--- src/rtl/if_pc_stage.sv ---
// if_pc_stage: instruction-fetch PC register, next-PC select and interrupt entry/return FSM.
// Revision 1.0
`default_nettype none

module if_pc_stage #(
  parameter logic [31:0] RESET_PC   = 32'h0000_3000,
  parameter logic [31:0] INT_VECTOR = 32'h0000_4180
) (
  input  logic        clk,
  input  logic        reset,
  input  logic        PCWrite,
  input  logic        branch_taken,
  input  logic [31:0] branch_target,
  input  logic        jump,
  input  logic [31:0] jump_target,
  input  logic        jr,
  input  logic [31:0] jr_target,
  input  logic        eret,
  input  logic        int_req,
  input  logic [31:0] imem_rdata,
  output logic [31:0] imem_addr,
  output logic [31:0] IF_PC_out,
  output logic [31:0] IF_inst,
  output logic        IF_Flush,
  output logic        INT_detected,
  output logic        INT_restore,
  output logic [31:0] epc,
  output logic        int_active
);

  typedef enum logic [1:0] {
    RUN       = 2'd0,
    INT_ENTER = 2'd1,
    HANDLER   = 2'd2,
    RESTORE   = 2'd3
  } state_t;

  state_t      state, state_next;
  logic [31:0] pc, pc_next, epc_next;
  logic [31:0] nextpc;
  logic        redirect;

  // Word-aligned next-PC selection; eret has the highest priority.
  always_comb begin
    nextpc = pc + 32'd4;
    if (eret)              nextpc = epc;
    else if (jr)           nextpc = jr_target;
    else if (jump)         nextpc = jump_target;
    else if (branch_taken) nextpc = branch_target;
    nextpc[1:0] = 2'b00;
  end

  assign redirect = eret | jr | jump | branch_taken;

  always_comb begin
    state_next = state;
    pc_next    = pc;
    epc_next   = epc;
    IF_Flush   = 1'b0;
    case (state)
      RUN: begin
        if (PCWrite) begin
          if (int_req) begin
            // Save the PC that would have been fetched, keeping any redirect target.
            epc_next   = nextpc;
            pc_next    = INT_VECTOR;
            state_next = INT_ENTER;
          end else begin
            pc_next  = nextpc;
            IF_Flush = redirect;
          end
        end
      end
      INT_ENTER: state_next = HANDLER;
      HANDLER: begin
        if (PCWrite) begin
          pc_next  = nextpc;
          IF_Flush = redirect;
          if (eret) state_next = RESTORE;
        end
      end
      RESTORE: state_next = RUN;
      default: state_next = RUN;
    endcase
  end

  always_ff @(posedge clk or posedge reset) begin
    if (reset) begin
      state <= RUN;
      pc    <= {RESET_PC[31:2], 2'b00};
      epc   <= 32'd0;
    end else begin
      state <= state_next;
      pc    <= pc_next;
      epc   <= epc_next;
    end
  end

  assign imem_addr    = pc;
  assign IF_PC_out    = pc;
  assign IF_inst      = imem_rdata;
  assign INT_detected = (state == INT_ENTER);
  assign INT_restore  = (state == RESTORE);
  assign int_active   = (state != RUN);

endmodule

`default_nettype wire

--- config.mk ---
export PLATFORM = sky130hd
export DESIGN_NAME = if_pc_stage
export DESIGN_NICKNAME = d
export VERILOG_FILES = /design/src/rtl/if_pc_stage.sv
export SDC_FILE = /design/constraint.sdc
export NUM_CORES = 1
export LEC_CHECK = 0
export BUFFER_PORTS_ARGS = -buffer_cell sky130_fd_sc_hd__buf_2
export CORE_MARGIN = 10
export CORE_UTILIZATION = 40
export DETAILED_ROUTE_END_ITERATION = 16
export PLACE_DENSITY = 0.8
export RECOVER_POWER = 50
export SLEW_MARGIN = 20
export SYNTH_ARGS = -nofsm -noshare
export SYNTH_HDL_FRONTEND = slang
export SYNTH_SLANG_ARGS = --single-unit
--- constraint.sdc ---
create_clock -name clk -period 2.4 [get_ports clk]
set_input_delay 0.48 -clock clk [delete_from_list [all_inputs] [get_ports clk]]
set_output_delay 0.48 -clock clk [all_outputs]
set_load 0.01 [all_outputs]
==> results.json <==
{
  "hp-class": "primary input to async pin",
  "clock_skew_ps": 4.54,
  "route.vias.total": 5052,
  "die_h_um": 128,
  "intPower_mw": 3.65,
  "syn_area_um2": 4660,
  "cp.required_ps": 2580,
  "clock_sinks": 62,
  "synth-edff-count": 0,
  "cts_buffer_depth": 2,
  "maxCapViolCount": 0,
  "path_buf_inv": 0,
  "tightestPinTransition_ps": 961,
  "p_leak_nw": 2.72,
  "power_frac_seq_pct": 32.3,
  "yosysSeqAreaShare_pct": 33.3,
  "syn_avg_cell_area_um2": 8.04,
  "slew_violations": 0,
  "max_slew_margin_pct": 35.9,
  "fin_area_um2": 5760,
  "nFillCells": 1129,
  "total_power_mw": 6.38,
  "synthArstFlopShare_pct": 100,
  "viasPerCell": 5.79,
  "power_density_nw_per_um2": 1110,
  "path_class": "flop to flop",
  "gp_congestion": 0.889,
  "final_common_cell": "buf_2",
  "placedInstanceArea_um2": 5480,
  "worst-r2r-setup-slack_ps": 140,
  "cp.depth": 6,
  "synth_top_area_cell": "dfrtp_1",
  "cpPeakStageDelay_ps": 570,
  "antenna_found_initial": 2,
  "first_pass_iters": 5,
  "drt_iter0_drc": 562,
  "postSynthCellCount": 580,
  "ys_types": 62,
  "crit_fanout": 5,
  "cts_tree": "done",
  "synth.ff_latch_count": 62,
  "rows": 39,
  "hold_viol_final": 0,
  "worstSetupEndpointType": "flop",
  "final.min_clock_period_ps": 2260,
  "synth_top_area_share_pct": 32.2,
  "grt_pass1_wl_um": 27000,
  "power.share.clock_pct": 21.7,
  "cts_buffers": 9,
  "crit_end": "IF_PC_out[27]$_DFFE_PP0P_",
  "core_region_area_um2": 11400,
  "post-place-ws_ps": 113,
  "fin_crit_sh_pct": 94.1,
  "yosys-top-cells-area": "dfrtp_1 (32%), buf_4 (11%), nand2_1 (7.3%)",
  "switching_share_pct": 42.8,
  "cp.arrival_ps": 2440,
  "critPathLaunch": "IF_PC_out[13]$_DFFE_PP1P_",
  "start_util_pct": 40.8,
  "peakVddDrop_uv": 488,
  "syn_to_final_growth_pct": 23.5,
  "crit_path_start_kind": "flop",
  "track_usage_pct": 20.5,
  "rr_worst_depth": 6,
  "die_x_um": 128,
  "cp_cell_sequence": "and4_1, nand4_1, nor3b_1, xor2_1, a2111oi_1, o31ai_1",
  "status": "finished, final reports clean",
  "ant_nets": 0,
  "cts-htree-levels": 3,
  "grt_start_max_net_pins": 40,
  "io_pins": 268,
  "portBuffers": 191,
  "overflow": 0,
  "ctsRootBufferMaster": "clkbuf_16",
  "reg2reg_to": "IF_PC_out[27]$_DFFE_PP0P_",
  "drive_above_1_share_pct": 32.1,
  "slowest_stage": "dfstp_2",
  "setup_slack_ps": 143,
  "ys_warn_count": 0,
  "clock_latency_ps": 320,
  "p_switching_mw": 2.73,
  "routed_wl_um": 17800,
  "synth_top_flop_cell": "dfrtp_1",
  "max_freq_mhz": 443,
  "critical-path-top-delay-family": "simple AND/OR/NAND/NOR gates",
  "dp_hpwl_um": 13900,
  "combPwrFrac_pct": 46.0,
  "nNetsFinal": 865,
  "wl_per_cell_um": 20.4,
  "post_cts_buffers": 0,
  "drc": 0,
  "die_area_um2": 16400,
  "r2r_start": "IF_PC_out[13]$_DFFE_PP1P_",
  "setup_viol": 0,
  "grt_pass1_vias": 4918,
  "layout_common_cells": "buf_2 (162), nand2_1 (91), o21ai_0 (66), dfrtp_1 (60), buf_4 (39)",
  "clkTransAtPathRegs_ps": 50
}
==> per-layer routing <==
layer,share of wire [%],global-route usage (%)
met3,13,7.20
met1,38,24.7
met2,46,32.8
met4,2.8,7.68
met5,0,0
==> power by group through the flow <==
stage                     logic, mW  registers [mW]  clock network [mW]
final                          2.94            2.06                1.38
after global routing           3.22            2.13                1.42
after CTS                      3.02            2.04                1.38
after detailed placement       2.98            2.05                   0
after global placement         2.95            2.03                   0
after floorplan                1.60            2.25                   0
==> worst register-to-register path, cell delays in order (launching register included) <==
cell       delay (ps)
dfstp_2           570
and4_1            330
nand4_1           170
nor3b_1           300
xor2_1            110
a2111oi_1         490
o31ai_1           150
==> flip-flops by register name, indices dropped and copies added (netlist names) <==
signal,count
IF_PC_out,30
epc,30
state,2
==> synth_stat cells, types with 6 or more instances <==
library cell  instances
inv_1                16
dfrtp_1              60
o21ai_0              67
nor3_1               11
buf_4                68
o31ai_1               7
ha_1                  6
o211ai_1              8
a21oi_1              23
and3_1                6
o22ai_1              15
xor2_1                7
nand3_1              18
nor2_1               25
xnor2_1              17
clkbuf_1             32
a32oi_1              16
o21a_1                7
nand2_1              91
==> what timing repair did <==
action,in CTS,in global routing
hold endpoints to repair,0,0
hold buffers,0,0
gates resized for setup,1,3
setup endpoints to repair,1,4
==> worst min-delay path by stage <==
stage / to / startpoint / depth (start not counted)
6_report: epc[26]$_DFFE_PP0P_ / reset / 2
5_1_grt: state[0]$_DFFE_PP0P_ / reset / 2
4_1_cts: state[0]$_DFFE_PP0P_ / reset / 2
3_5_place_dp: epc[21]$_DFFE_PP0P_ / epc[21]$_DFFE_PP0P_ / 2
3_3_place_gp: epc[20]$_DFFE_PP0P_ / epc[20]$_DFFE_PP0P_ / 2
2_1_floorplan: IF_PC_out[12]$_DFFE_PP1P_ / IF_PC_out[12]$_DFFE_PP1P_ / 2
==> cell families after synthesis <==
logic type,synth area share (%)
buf+inv,15.5
other cells,0.0804
compound gates,25.5
simple gates,18.4
mux,1.07
flops,33.3
fa+ha+maj,1.61
xor+xnor,4.51
==> area by class of cell <==
cell class | count | area [um2] | share of cell area [%]
inverter | 18 | 67.6 | 1.17
multi-input combinational | 401 | 2420 | 42.0
tap | 143 | 179 | 3.11
clock inverter | 4 | 70.1 | 1.22
timing repair buffer | 231 | 1220 | 21.1
clock buffer | 12 | 246 | 4.28
sequential | 62 | 1550 | 27.0
antenna | 2 | 5.00 | 0.0869
==> through the flow <==
stage | utilization (%) | setup TNS (ps) | hold slack [ps] | cells
floorplan | - | 0 | 505 | 585
global placement | 48.0 | 0 | 483 | 855
CTS | 50.8 | 0 | 231 | 871
finish | 50.4 | 0 | 370 | 873
detailed placement | 48.0 | 0 | 491 | 855
global route | 50.4 | -0.0631 | 467 | 873
No activity file was read; power rests on OpenSTA's default activity.
